<file path="src/rtl/cpu_types_pkg.sv">
// Shared CPU types: register index, forward codes,
// load-use FSM states and the shadow stage record.
package cpu_types_pkg;

  typedef logic [4:0] regbits_t;

  typedef enum logic [2:0] {
    FWD_RDAT    = 3'b000,
    FWD_EXM_ALU = 3'b001,
    FWD_MWB_ALU = 3'b010,
    FWD_EXM_UP  = 3'b011,
    FWD_MWB_UP  = 3'b100
  } fwd_t;

  typedef enum logic {
    RUN    = 1'b0,
    LSTALL = 1'b1
  } hz_state_t;

  typedef struct packed {
    regbits_t rs;
    regbits_t rt;
    logic     use_rs;
    logic     use_rt;
    regbits_t wsel;
    logic     wen;
    logic     load;
    logic     lui;
  } shadow_rec_t;

  localparam shadow_rec_t SHADOW_BUBBLE = '0;

  // r0 is hardwired, so a write to it never produces a value
  function automatic logic writes_reg(
    input shadow_rec_t p,
    input regbits_t    r
  );
    return p.wen && (p.wsel != '0) && (p.wsel == r);
  endfunction

  // a load ahead of the consumer whose data is not yet usable
  function automatic logic load_hit(
    input shadow_rec_t p,
    input regbits_t    r,
    input logic        use_r
  );
    return use_r && p.load && writes_reg(p, r);
  endfunction

  // EX/MEM beats MEM/WB; a load in MEM/WB goes through the
  // register file's write-before-read instead of a bypass
  function automatic fwd_t fwd_pick(
    input regbits_t    src,
    input logic        use_src,
    input shadow_rec_t m,
    input shadow_rec_t w
  );
    fwd_t sel;
    sel = FWD_RDAT;
    if (use_src && writes_reg(m, src))
      sel = m.lui ? FWD_EXM_UP : FWD_EXM_ALU;
    else if (use_src && writes_reg(w, src) && !w.load)
      sel = w.lui ? FWD_MWB_UP : FWD_MWB_ALU;
    return sel;
  endfunction

endpackage

</file>
<file path="src/rtl/fwd_shadow_reg.sv">
// One shadow stage register of register-usage metadata.
// hold beats bubble beats load.
module fwd_shadow_reg
  import cpu_types_pkg::*;
(
  input  logic        clk,
  input  logic        rst,
  input  logic        hold,
  input  logic        bubble,
  input  shadow_rec_t d,
  output shadow_rec_t q
);

  // stage latch with synchronous clear
  always_ff @(posedge clk) begin
    if (rst)
      q <= SHADOW_BUBBLE;
    else if (!hold) begin
      if (bubble)
        q <= SHADOW_BUBBLE;
      else
        q <= d;
    end
  end

endmodule

</file>
<file path="src/rtl/fwd_hazard_ctrl.sv">
// ALU operand forward selects, load-use stall, memory
// freeze and stall-cycle counter from shadow stage state.
module fwd_hazard_ctrl
  import cpu_types_pkg::*;
#(
  parameter int CNT_W = 16
) (
  input  logic             CLK,
  input  logic             RST,
  input  logic             id_valid,
  input  logic [4:0]       id_rs,
  input  logic [4:0]       id_rt,
  input  logic             id_use_rs,
  input  logic             id_use_rt,
  input  logic [4:0]       id_wsel,
  input  logic             id_wen,
  input  logic             id_load,
  input  logic             id_lui,
  input  logic             flush,
  input  logic             dmem_req,
  input  logic             dhit,
  output logic [2:0]       forwarda,
  output logic [2:0]       forwardb,
  output logic             stall_id,
  output logic             freeze,
  output logic [CNT_W-1:0] stall_count
);

  shadow_rec_t id_rec;
  shadow_rec_t s_ex;
  shadow_rec_t s_mem;
  shadow_rec_t s_wb;
  hz_state_t   state;
  hz_state_t   state_nx;
  logic        hazard;
  logic        ex_bubble;

  // ID record; an invalid slot enters as a bubble
  always_comb begin
    id_rec = SHADOW_BUBBLE;
    if (id_valid) begin
      id_rec.rs     = id_rs;
      id_rec.rt     = id_rt;
      id_rec.use_rs = id_use_rs;
      id_rec.use_rt = id_use_rt;
      id_rec.wsel   = id_wsel;
      id_rec.wen    = id_wen;
      id_rec.load   = id_load;
      id_rec.lui    = id_lui;
    end
  end

  // load in EX or MEM that the ID instruction reads
  always_comb begin
    hazard = id_valid && (
      load_hit(s_ex,  id_rs, id_use_rs) ||
      load_hit(s_ex,  id_rt, id_use_rt) ||
      load_hit(s_mem, id_rs, id_use_rs) ||
      load_hit(s_mem, id_rt, id_use_rt));
  end

  assign freeze    = dmem_req & ~dhit;
  assign stall_id  = hazard & ~flush;
  assign ex_bubble = stall_id | flush;

  fwd_shadow_reg u_ex (
    .clk    (CLK),
    .rst    (RST),
    .hold   (freeze),
    .bubble (ex_bubble),
    .d      (id_rec),
    .q      (s_ex)
  );

  fwd_shadow_reg u_mem (
    .clk    (CLK),
    .rst    (RST),
    .hold   (freeze),
    .bubble (1'b0),
    .d      (s_ex),
    .q      (s_mem)
  );

  fwd_shadow_reg u_wb (
    .clk    (CLK),
    .rst    (RST),
    .hold   (freeze),
    .bubble (1'b0),
    .d      (s_mem),
    .q      (s_wb)
  );

  // operand selects for the instruction now in EX
  always_comb begin
    forwarda = fwd_pick(s_ex.rs, s_ex.use_rs, s_mem, s_wb);
    forwardb = fwd_pick(s_ex.rt, s_ex.use_rt, s_mem, s_wb);
  end

  // load-use episode state register
  always_ff @(posedge CLK) begin
    if (RST)
      state <= RUN;
    else
      state <= state_nx;
  end

  // episode tracking; a memory wait freezes it too
  always_comb begin
    state_nx = state;
    unique case (state)
      RUN: begin
        if (!freeze && hazard && !flush)
          state_nx = LSTALL;
      end
      LSTALL: begin
        if (!freeze && (flush || !hazard))
          state_nx = RUN;
      end
      default: state_nx = RUN;
    endcase
  end

  // saturating count of stalled or frozen cycles
  always_ff @(posedge CLK) begin
    if (RST)
      stall_count <= '0;
    else if ((stall_id || freeze) &&
             (stall_count != {CNT_W{1'b1}}))
      stall_count <= stall_count + 1'b1;
  end

endmodule

</file>
<file path="config.mk">
export PLATFORM = sky130hd
export DESIGN_NAME = fwd_hazard_ctrl
export DESIGN_NICKNAME = d
export VERILOG_FILES = /design/src/rtl/cpu_types_pkg.sv /design/src/rtl/fwd_shadow_reg.sv /design/src/rtl/fwd_hazard_ctrl.sv
export SDC_FILE = /design/constraint.sdc
export NUM_CORES = 1
export LEC_CHECK = 0
export BUFFER_PORTS_ARGS = -buffer_cell sky130_fd_sc_hd__buf_4
export CAP_MARGIN = 20
export CORE_ASPECT_RATIO = 1.25
export CORE_MARGIN = 10
export CORE_UTILIZATION = 40
export CTS_BUF_LIST = sky130_fd_sc_hd__clkbuf_4 sky130_fd_sc_hd__clkbuf_8 sky130_fd_sc_hd__clkbuf_16
export DETAILED_ROUTE_END_ITERATION = 7
export PLACE_DENSITY = 0.62
export SLEW_MARGIN = 15
export SYNTH_ARGS = -nofsm -noshare
export SYNTH_HDL_FRONTEND = slang
export SYNTH_SLANG_ARGS = --single-unit
</file>
<file path="constraint.sdc">
create_clock -name CLK -period 2 [get_ports CLK]
set_input_delay 0.3 -clock CLK [delete_from_list [all_inputs] [get_ports CLK]]
set_output_delay 0.3 -clock CLK [all_outputs]
set_load 0.01 [all_outputs]
</file>
Word level (Yosys, flattened, before mapping). Cells that the tools add are included.

Register bits: 52. Bits of input ports: 26. Output and inout bits: 24. Word-level logic and storage cells: 75.

Add/sub/neg operators: 1. Eq/ne operators: 9. Mux-type cells: 8. Bitwise operators: 5. Reduce and logical (&&, ||, !) cells: 35.

Operator list (number): 5-bit == test (8); 20-bit two-way mux (2); 1-bit logical AND (27); 16-bit by 1-bit adder with 16-bit output (second input constant) (1); 16-bit != test (second input constant) (1); 3-bit two-way mux (5); 5-bit nonzero test (3); 1-bit logical OR (4); 1-bit AND (2); 2-bit two-way mux (1); 1-bit inverter (2); 1-bit logical NOT (1); 1-bit OR (1).

Logic depth before layout (Yosys ltp). Gate-level depths: netlist of the first run.

Word-level depth: 11. Gate-level depth with buffers: 9. Mapped depth without buffers: 7.

By module. A second synthesis of the first run with hierarchy kept.

Cells, all modules: 495. Area total of the unflattened synthesis: 4310.4 um^2.

By module, submodules not included: fwd_shadow_reg (times used 3, cells an instance 89, area each 845.8 um^2, seq. area each 400.4 um^2); fwd_hazard_ctrl (times used 1, cells an instance 228, area each 1773.0 um^2, seq. area each 320.3 um^2).

Worst setup path before layout of the first run. Ideal clock, no wire load.

Path kind: reg2out. Start point: register u_mem.q[3] (netlist name). End point: output port forwarda[1]. Data arrival time: 1.912 ns. Data required time: 1.700 ns. Path slack: -0.212 ns. Stages on the path, launching flop included: 7. Buffers on the path: 1. Path through: dfxtp_1 buf_6 or4_4 o21ai_4 nor3_1 or3_1 o21ai_0.

Word-level cells in the longest chain between the ends: 5. Elaborated cells on any way between the ends: 6. Classes of those cells: eq/ne: 1; mux: 1; reduce/logical: 4.

Ends and longest elaborated chain: from (decl) (RTL line fwd_shadow_reg.sv:11) `output shadow_rec_t q`; from (signal assigned) (RTL line fwd_shadow_reg.sv:17) `q <= SHADOW_BUBBLE;`; from (signal assigned) (RTL line fwd_shadow_reg.sv:20) `q <= SHADOW_BUBBLE;`; from (signal assigned) (RTL line fwd_shadow_reg.sv:22) `q <= d;`; 5-bit nonzero test (RTL line cpu_types_pkg.sv:38) `return p.wen && (p.wsel != '0) && (p.wsel == r);`; 1-bit logical AND (RTL line cpu_types_pkg.sv:38); 1-bit logical AND (*) (RTL line cpu_types_pkg.sv:38); 1-bit logical AND (*) (RTL line cpu_types_pkg.sv:60) `if (use_src && writes_reg(m, src))`; 3-bit two-way mux (*) (RTL line cpu_types_pkg.sv:60); to (decl) (RTL line fwd_hazard_ctrl.sv:22) `output logic [2:0] forwarda,`.

Mark *: on every way between the ends. The rest lies on a longest branch, timed or not.

Final worst setup path of the first run.
Start point: register u_mem.q[5] (netlist name). End point: output port forwardb[1].

Word-level cells in the longest chain between the ends: 5. Elaborated cells on any way between the ends: 6. Classes of those cells: eq/ne: 1; mux: 1; reduce/logical: 4.

Ends and longest elaborated chain: 5-bit nonzero test (RTL line cpu_types_pkg.sv:38); 1-bit logical AND (RTL line cpu_types_pkg.sv:38); 1-bit logical AND (*) (RTL line cpu_types_pkg.sv:38); 1-bit logical AND (*) (RTL line cpu_types_pkg.sv:60); 3-bit two-way mux (*) (RTL line cpu_types_pkg.sv:60); to (decl) (RTL line fwd_hazard_ctrl.sv:23) `output logic [2:0] forwardb,`.

Marks and branches as above.

==> results of run 1 <==
state kept, by name, summed over array words and instances, names as in the netlist:
signal       flops
u_ex.q          20
stall_count     16
u_mem.q          8
u_wb.q           8
layer usage:
layer,global-route usage [%],wire length [um],vias up,part of all wire [%]
met5,0,0,-,0
met4,5.22,183,0,2.1
met3,3.59,347,18,4.0
met2,29.8,4640,78,54
met1,16.4,3460,1331,40
li1,-,-,1374,-
layout by cell type, fill, tap and decap left out, types with 7 or more instances in the layout:
cell                       netlist  routed
sky130_fd_sc_hd__a211oi_2        7       8
sky130_fd_sc_hd__a21oi_1        19      19
sky130_fd_sc_hd__a22oi_1        20      20
sky130_fd_sc_hd__buf_4           2     107
sky130_fd_sc_hd__buf_6           2       7
sky130_fd_sc_hd__dfxtp_1        52      45
sky130_fd_sc_hd__mux2_4          7      13
sky130_fd_sc_hd__nand2_1        43      43
sky130_fd_sc_hd__nand3_1        12      11
sky130_fd_sc_hd__nand4_1         7       7
sky130_fd_sc_hd__nor2_1         38      36
sky130_fd_sc_hd__nor2b_1        15      15
sky130_fd_sc_hd__xnor2_1        32      26
sky130_fd_sc_hd__xor2_1          8       8
power groups by stage:
stage | Clock, mW | Sequential (mW) | Combinational (mW)
finish | 0.658 | 1.07 | 0.275
global route | 0.712 | 1.07 | 0.301
CTS | 0.669 | 1.07 | 0.271
detailed placement | 0 | 1.10 | 0.259
global placement | 0 | 1.10 | 0.256
floorplan | 0 | 1.09 | 0.132
kinds of logic (layout without fill, tap and decap cells):
kind of cell | count (synthesis) | in the layout | share of synthesized area [%]
AND/OR/NAND/NOR | 134 | 134 | 22.1
multiplexers | 14 | 14 | 6.35
adder cells (fa/ha/maj) | 1 | 1 | 0.432
buffers and inverters | 29 | 130 | 4.92
flip-flops | 52 | 52 | 35.9
XOR/XNOR | 40 | 40 | 12.1
AO/OA/AOI/OAI | 68 | 68 | 18.2
what timing repair did:
action,4_1_cts,5_1_grt
endpoints found under the setup margin,23,25
gates cloned,0,0
pin swaps,14,12
gates resized for setup,37,11
buffers inserted,9,0
worst max-delay path, delay by kind of cell, from the launching register on:
family	cells	cell delay [ns]
simple gates	3	0.86
compound gates	2	0.37
flops	1	0.36
buf+inv	2	0.23
cell type report:
class	count	area, um2	area share (%)
Clock buffer	8	97.6	2.33
Inverter	4	15.0	0.358
Multi-Input combinational cell	257	1950	46.5
Sequential cell	52	1060	25.2
Tap cell	90	113	2.69
Timing Repair Buffer	118	962	22.9
how the worst max path moves through the flow:
| stage | end | from | depth (start not counted) |
|---|---|---|---|
| 6_report | forwardb[1] | u_mem.q[5] | 7 |
| 2_1_floorplan | forwarda[1] | u_mem.q[3] | 6 |
| 3_3_place_gp | stall_count[15] | id_rs[3] | 8 |
| 5_1_grt | forwardb[1] | u_mem.q[3] | 6 |
| 4_1_cts | forwarda[1] | u_mem.q[5] | 7 |
| 3_5_place_dp | stall_count[15] | id_rt[2] | 8 |
through the flow:
stage          setup TNS (ns)  setup WS (ns)
6_report                -5.64         -0.427
5_1_grt                 -7.52         -0.501
4_1_cts                 -6.25         -0.477
3_5_place_dp            -3.40         -0.296
3_3_place_gp            -3.07         -0.314
2_1_floorplan          -0.632        -0.0849
==> impl_metrics.sql, run 1 <==
INSERT INTO impl_metrics (metric_group, metric, value, unit) VALUES
('clocking', 'cts.reportedPaths.clkPinSlew', '0.10', 'ns'),
('place', 'cell_total_after_placement', '513', ''),
('timing', 'slew-limit-headroom', '70.6', '%'),
('die', 'dieArea', '0.0111', 'mm2'),
('clocking', 'tritoncts.num_buffers', '5', ''),
('logic_synthesis', 'synthFlopType', 'sky130_fd_sc_hd__dfxtp_1', ''),
('final_layout', 'fin_util', '59.7', '%'),
('final_layout', 'filler_cell_count', '628', ''),
('timing', 'fmax', '412', 'MHz'),
('die', 'core_area', '0.00702', 'mm2'),
('power_and_ir_drop', 'power.clock.fraction', '32.9', '%'),
('logic_synthesis', 'ys_warn_count', '0', ''),
('logic_synthesis', 'count_of_flip_flops_with_a_built_in_enable_after_synthesis', '0', ''),
('logic_synthesis', 'most_common_library_cells_after_synthesis', 'sky130_fd_sc_hd__dfxtp_1, sky130_fd_sc_hd__nand2_1, sky130_fd_sc_hd__nor2_1', ''),
('power_and_ir_drop', 'power_report.internal_total', '1.49', 'mW'),
('job', 'timing.max_cap.violations', '0', ''),
('run_status', 'outcome', 'finished, violations left', ''),
('final_layout', 'area_growth_from_synthesis_to_final_layout', '44.8', '%'),
('timing', 'clock_skew', '0.0108', 'ns'),
('power_and_ir_drop', 'share_seq_of_total_power', '53.4', '%'),
('power_and_ir_drop', 'ir_worst_vdd', '292', 'uV'),
('place', 'io_buffers', '49', ''),
('global_route', 'number_of_antenna_violations_at_the_first_check_in_global_routing', '0', ''),
('final_layout', 'post_layout_nonfiller_instances', '529', ''),
('drt', 'drt-total-wl', '8620', 'um'),
('die', 'die_height', '115', 'um'),
('clocking', 'clock_latency', '0.31', 'ns'),
('worst_hold_path', 'launch_instance_of_the_worst_min_delay_path', 'id_wsel[3]', ''),
('drt', 'route.detailed.wl_per_inst', '16.3', 'um'),
('logic_synthesis', 'synth.lib_cells_used.distinct', '43', ''),
('worst_setup_path', 'rr_endpoint', 'stall_count[9]', ''),
('timing', 'fin_crit_sh', '121', '%'),
('run_status', 'violations', 'setup timing', ''),
('clocking', 'h_tree_lvl_count', '2', ''),
('logic_synthesis', 'synth.top_cells.by_area', 'sky130_fd_sc_hd__dfxtp_1, sky130_fd_sc_hd__xnor2_1, sky130_fd_sc_hd__nand2_1, sky130_fd_sc_hd__a22oi_1, sky130_fd_sc_hd__nor2_1', ''),
('timing', 'final.setup.worst_slack', '-0.427', 'ns'),
('clocking', 'cts.path.max_buffers', '2', ''),
('place', 'dp_hpwl', '6430', 'um'),
('logic_synthesis', 'synth_async_sr_flop_share', '0', '%'),
('clocking', 'clock_sink_count', '52', ''),
('die', 'core.rowCount', '34', ''),
('logic_synthesis', 'syn_inst', '338', ''),
('worst_setup_path', 'critPathCaptureType', 'primary output', ''),
('logic_synthesis', 'synth_most_common_cell', 'sky130_fd_sc_hd__dfxtp_1', ''),
('worst_setup_path', 'worstPathArrival', '2.13', 'ns'),
('power_and_ir_drop', 'p_sw_share', '25.4', '%'),
('final_layout', 'layout.cell_area.non_filler', '0.00419', 'mm2'),
('timing', 'setup_viol', '22', ''),
('worst_setup_path', 'critical_path.reg2reg.startpoint', 'u_mem.q[5]', ''),
('clocking', 'hold_buffers', '0', ''),
('drt', 'drt_pass1_iterations', '4', ''),
('die', 'die_w', '96.1', 'um'),
('global_route', 'grt_overflow', '0', ''),
('place', 'gp_congestion', '0.854', ''),
('logic_synthesis', 'sequential_cell_area_fraction_in_the_yosys_report', '35.9', '%'),
('global_route', 'maximum_number_of_pins_on_one_net_before_global_route_repair', '44', ''),
('clocking', 'root_buffer', 'sky130_fd_sc_hd__clkbuf_8', ''),
('timing', 'timing_max_transition_violations_final', '0', ''),
('logic_synthesis', 'netlist_area', '0.00290', 'mm2'),
('logic_synthesis', 'synth_top_cell_by_area', 'sky130_fd_sc_hd__dfxtp_1', ''),
('worst_setup_path', 'worstSetupStartpointType', 'register', ''),
('logic_synthesis', 'synth.net_count', '365', ''),
('worst_setup_path', 'timing.critical_path.required', '1.70', 'ns'),
('global_route', 'tot_gr_track_use', '15.8', '%'),
('worst_setup_path', 'critical-path-top-cell-by-count', 'sky130_fd_sc_hd__buf_6', ''),
('worst_setup_path', 'worstRegToRegCells', '11', ''),
('die', 'io_pins', '50', ''),
('global_route', 'number_of_global_route_vias_before_repair', '2928', ''),
('logic_synthesis', 'yosys.area.top_type_share', '35.9', '%'),
('drt', 'num_vias', '2801', ''),
('logic_synthesis', 'syn_area_per_cell', '8.57', 'um2');
(Power assumes the default switching activity.)
==> inputs of run 2 (changes only) <==
Settings changed: ABC_AREA set to 1.
==> impl_metrics.sql, run 2 <==
INSERT INTO impl_metrics (metric_group, metric, value, unit) VALUES
('final_layout', 'fin_util', '51.5', '%'),
('final_layout', 'layout_commonest_cell', 'sky130_fd_sc_hd__nand2_1', ''),
('clocking', 'clock_sink_count', '52', ''),
('drt', 'drt-total-wl', '8960', 'um'),
('logic_synthesis', 'syn_area_per_cell', '6.67', 'um2'),
('timing', 'min_period', '2.06', 'ns'),
('worst_setup_path', 'crit_path_max_incr_delay', '0.35', 'ns'),
('logic_synthesis', 'post_synth_xor_area_fraction', '6.38', '%'),
('logic_synthesis', 'synthFlopType', 'sky130_fd_sc_hd__dfxtp_1', ''),
('worst_setup_path', 'cp_top_family', 'simple AND/OR/NAND/NOR gates', ''),
('power_and_ir_drop', 'powerDensity', '550', 'mW/mm2'),
('timing', 'hold_viol_final', '0', ''),
('power_and_ir_drop', 'ir_worst_vdd', '314', 'uV'),
('timing', 'setup_repair_after_global_routing_missed_its_margin', 'yes', ''),
('logic_synthesis', 'post_synth_fa_ha_maj_area_fraction', '0.414', '%'),
('run_status', 'outcome', 'finished, violations left', ''),
('power_and_ir_drop', 'p_leak', '1.73', 'nW'),
('global_route', 'number_of_antenna_violations_at_the_first_check_in_global_routing', '0', ''),
('final_layout', 'max_flop_register', 'u_ex.q', ''),
('clocking', 'clock_latency', '0.31', 'ns'),
('worst_setup_path', 'critical_path_depth', '6', ''),
('worst_setup_path', 'criticalPathCategory', 'register to primary output', ''),
('logic_synthesis', 'netlist_area', '0.00302', 'mm2'),
('clocking', 'hold_buffers', '0', ''),
('final_layout', 'antennaDiodeCount', '0', ''),
('worst_setup_path', 'worstPathArrival', '1.76', 'ns'),
('timing', 'worst_slew_pin_slew', '0.551', 'ns'),
('drt', 'via_per_inst', '5.17', ''),
('drt', 'met3RoutedLength', '424', 'um'),
('place', 'dp_worst_setup_slack', '0.137', 'ns'),
('drt', 'wl_met2', '4580', 'um'),
('die', 'dieArea', '0.0114', 'mm2'),
('timing', 'fmax', '486', 'MHz'),
('final_layout', 'seqCellArea', '0.00107', 'mm2'),
('worst_setup_path', 'worstSetupStartpointType', 'register', ''),
('timing', 'clock_skew', '0.0113', 'ns'),
('global_route', 'grt_overflow', '0', ''),
('worst_setup_path', 'timing.critical_path.required', '1.70', 'ns'),
('worst_setup_path', 'crit_slowest_cell', 'sky130_fd_sc_hd__dfxtp_2', ''),
('die', 'die_height', '117', 'um'),
('place', 'dp_hpwl', '6630', 'um'),
('final_layout', 'area_growth_from_synthesis_to_final_layout', '25.4', '%'),
('drt', 'route.detailed.wl_per_inst', '14.9', 'um'),
('job', 'timing.max_cap.violations', '0', ''),
('drt', 'drt_pass1_iterations', '4', ''),
('drt', 'routed.top_layer', 'met4', ''),
('final_layout', 'max_ffs_per_register', '20', ''),
('final_layout', 'post_route_cells_drive_above_1_share', '28.4', '%'),
('final_layout', 'multi_input_area', '0.00179', 'mm2'),
('worst_setup_path', 'crit_path_max_fanout', '4', ''),
('timing', 'final.setup.tns', '-0.107', 'ns'),
('worst_hold_path', 'hold_depth', '3', ''),
('clocking', 'root_buffer', 'sky130_fd_sc_hd__clkbuf_8', ''),
('final_layout', 'final_cell_mix', 'sky130_fd_sc_hd__nand2_1, sky130_fd_sc_hd__buf_4, sky130_fd_sc_hd__nand3_1', ''),
('logic_synthesis', 'synth.net_count', '480', ''),
('worst_setup_path', 'cp_cell_sequence', 'buf_4 > xor2_1 > nor4_1 > nand3_2 > o22ai_1 > buf_4', ''),
('logic_synthesis', 'synth_top_cell_by_area', 'sky130_fd_sc_hd__dfxtp_1', ''),
('logic_synthesis', 'main_combinational_cell_family_by_area_after_synthesis', 'simple AND/OR/NAND/NOR gates', ''),
('worst_hold_path', 'hp-class', 'input pin to register', ''),
('worst_setup_path', 'critPathCaptureType', 'primary output', ''),
('logic_synthesis', 'synth-seq-cells', '52', ''),
('logic_synthesis', 'syn_inst', '453', ''),
('place', 'gp_congestion', '0.831', ''),
('drt', 'routed_antenna_nets', '0', ''),
('drt', 'route.detailed.drc', '0', ''),
('drt', 'num_vias', '3114', ''),
('timing', 'setup_viol', '2', ''),
('run_status', 'violations', 'setup timing', ''),
('logic_synthesis', 'count_of_flip_flops_with_a_built_in_enable_after_synthesis', '0', ''),
('logic_synthesis', 'synth_most_common_cell', 'sky130_fd_sc_hd__nand2_1', ''),
('logic_synthesis', 'synth-compound-area-share', '18.8', '%'),
('die', 'die_w', '97.7', 'um'),
('logic_synthesis', 'ys_warn_count', '0', ''),
('logic_synthesis', 'post_synth_and_or_nand_nor_area_fraction', '30.8', '%'),
('timing', 'slew-limit-headroom', '63.2', '%'),
('clocking', 'h_tree_lvl_count', '2', ''),
('global_route', 'maximum_number_of_pins_on_one_net_before_global_route_repair', '47', ''),
('final_layout', 'filler_cell_count', '763', ''),
('logic_synthesis', 'synth.top_cells.by_area', 'sky130_fd_sc_hd__dfxtp_1, sky130_fd_sc_hd__nand2_1, sky130_fd_sc_hd__nand3_1, sky130_fd_sc_hd__a21oi_1, sky130_fd_sc_hd__o21ai_0', ''),
('logic_synthesis', 'synth.lib_cells_used.distinct', '34', ''),
('die', 'initial_util', '41.1', '%'),
('logic_synthesis', 'yosys.area.top_type_share', '34.5', '%'),
('logic_synthesis', 'sequential_cell_area_fraction_in_the_yosys_report', '34.5', '%'),
('die', 'core.rowCount', '35', ''),
('final_layout', 'nNetsFinal', '537', ''),
('global_route', 'grt_first_pass_wirelength', '14300', 'um'),
('clocking', 'cts_tree', 'built', ''),
('die', 'io_pins', '50', ''),
('logic_synthesis', 'post_synth_mux_area_share', '0', '%'),
('power_and_ir_drop', 'design_power_total', '2.08', 'mW'),
('die', 'core_area', '0.00736', 'mm2'),
('place', 'io_buffers', '49', ''),
('timing', 'fin_crit_sh', '103', '%'),
('clocking', 'cts.path.max_buffers', '2', ''),
('drt', 'met1_length', '3810', 'um'),
('worst_setup_path', 'critical-path-top-cell-by-count', 'sky130_fd_sc_hd__buf_4', ''),
('logic_synthesis', 'synth_async_sr_flop_share', '0', '%'),
('global_route', 'tot_gr_track_use', '14.9', '%'),
('drt', 'drc_marker_count_from_the_first_detailed_route_iteration', '199', ''),
('clocking', 'cts.reportedPaths.clkPinSlew', '0.10', 'ns'),
('worst_setup_path', 'worst-path-buf-inv', '2', ''),
('timing', 'timing_max_transition_violations_final', '0', ''),
('global_route', 'number_of_global_route_vias_before_repair', '2995', ''),
('timing', 'final.hold.worst_slack', '0.246', 'ns'),
('timing', 'final.setup.worst_slack', '-0.0578', 'ns'),
('clocking', 'tritoncts.num_buffers', '5', ''),
('final_layout', 'reg_top3', 'u_ex.q x20, stall_count x16', ''),
('worst_setup_path', 'worstRegToRegCells', '8', ''),
('logic_synthesis', 'most_common_library_cells_after_synthesis', 'sky130_fd_sc_hd__nand2_1, sky130_fd_sc_hd__dfxtp_1, sky130_fd_sc_hd__nand3_1', '');
[run 2: final cells by class]
cell class	instances	share of cell area [%]
multi-input combinational	331	47.3
sequential	52	28.3
timing repair buffer	70	14.2
inverter	50	5.02
tap	92	3.04
clock buffer	6	2.01
clock inverter	1	0.132
[run 2: metal layers]
layer  vias to the layer above  track usage (%)
met1                      1419             16.4
met4                         0             5.05
met5                         -                0
met2                        72             27.5
li1                       1611                -
met3                        12             3.70
[run 2: worst paths after layout]
kind	startpoint	to	slack, ns
setup / recovery	u_mem.q[7]	forwardb[1]	-0.06
hold / removal	id_wsel[3]	u_ex.q[6]	0.25
setup reg to reg	stall_count[4]	stall_count[6]	0.11
hold reg to reg	u_mem.q[7]	u_mem.q[7]	0.49
[run 2: worst register-to-register path: cells and delay by family (launching register included)]
kind,cells,cell delay [ns]
simple gates,5,1.01
flops,1,0.39
buf+inv,2,0.32
compound gates,1,0.06
[run 2: logic make-up (layout without fill, tap and decap cells)]
family | count (synthesis) | after routing
xor gates and xnor gates | 22 | 22
and+or+nand+nor | 205 | 205
AOI/OAI and AO/OA | 103 | 103
buffers and inverters | 70 | 127
DFF | 52 | 52
adders and majority gates | 1 | 1
[run 2: repair_timing]
action	in CTS	in global routing
gates resized for setup	8	34
pin swaps	7	8
endpoints found under the setup margin	5	13
setup buffers	0	4
[run 2: power breakdown]
part           internal, mW  total [mW]  switching, mW
Sequential             1.08        1.13         0.0478
Clock                 0.253       0.597          0.344
Combinational         0.147       0.360          0.213
Total                  1.48        2.08          0.605
[run 2: per-stage QoR]
step / cells / area (um2)
floorplan: 453 / 3020
global placement: 592 / 3560
detailed placement: 592 / 3560
CTS: 598 / 3650
global route: 602 / 3790
finish: 602 / 3790
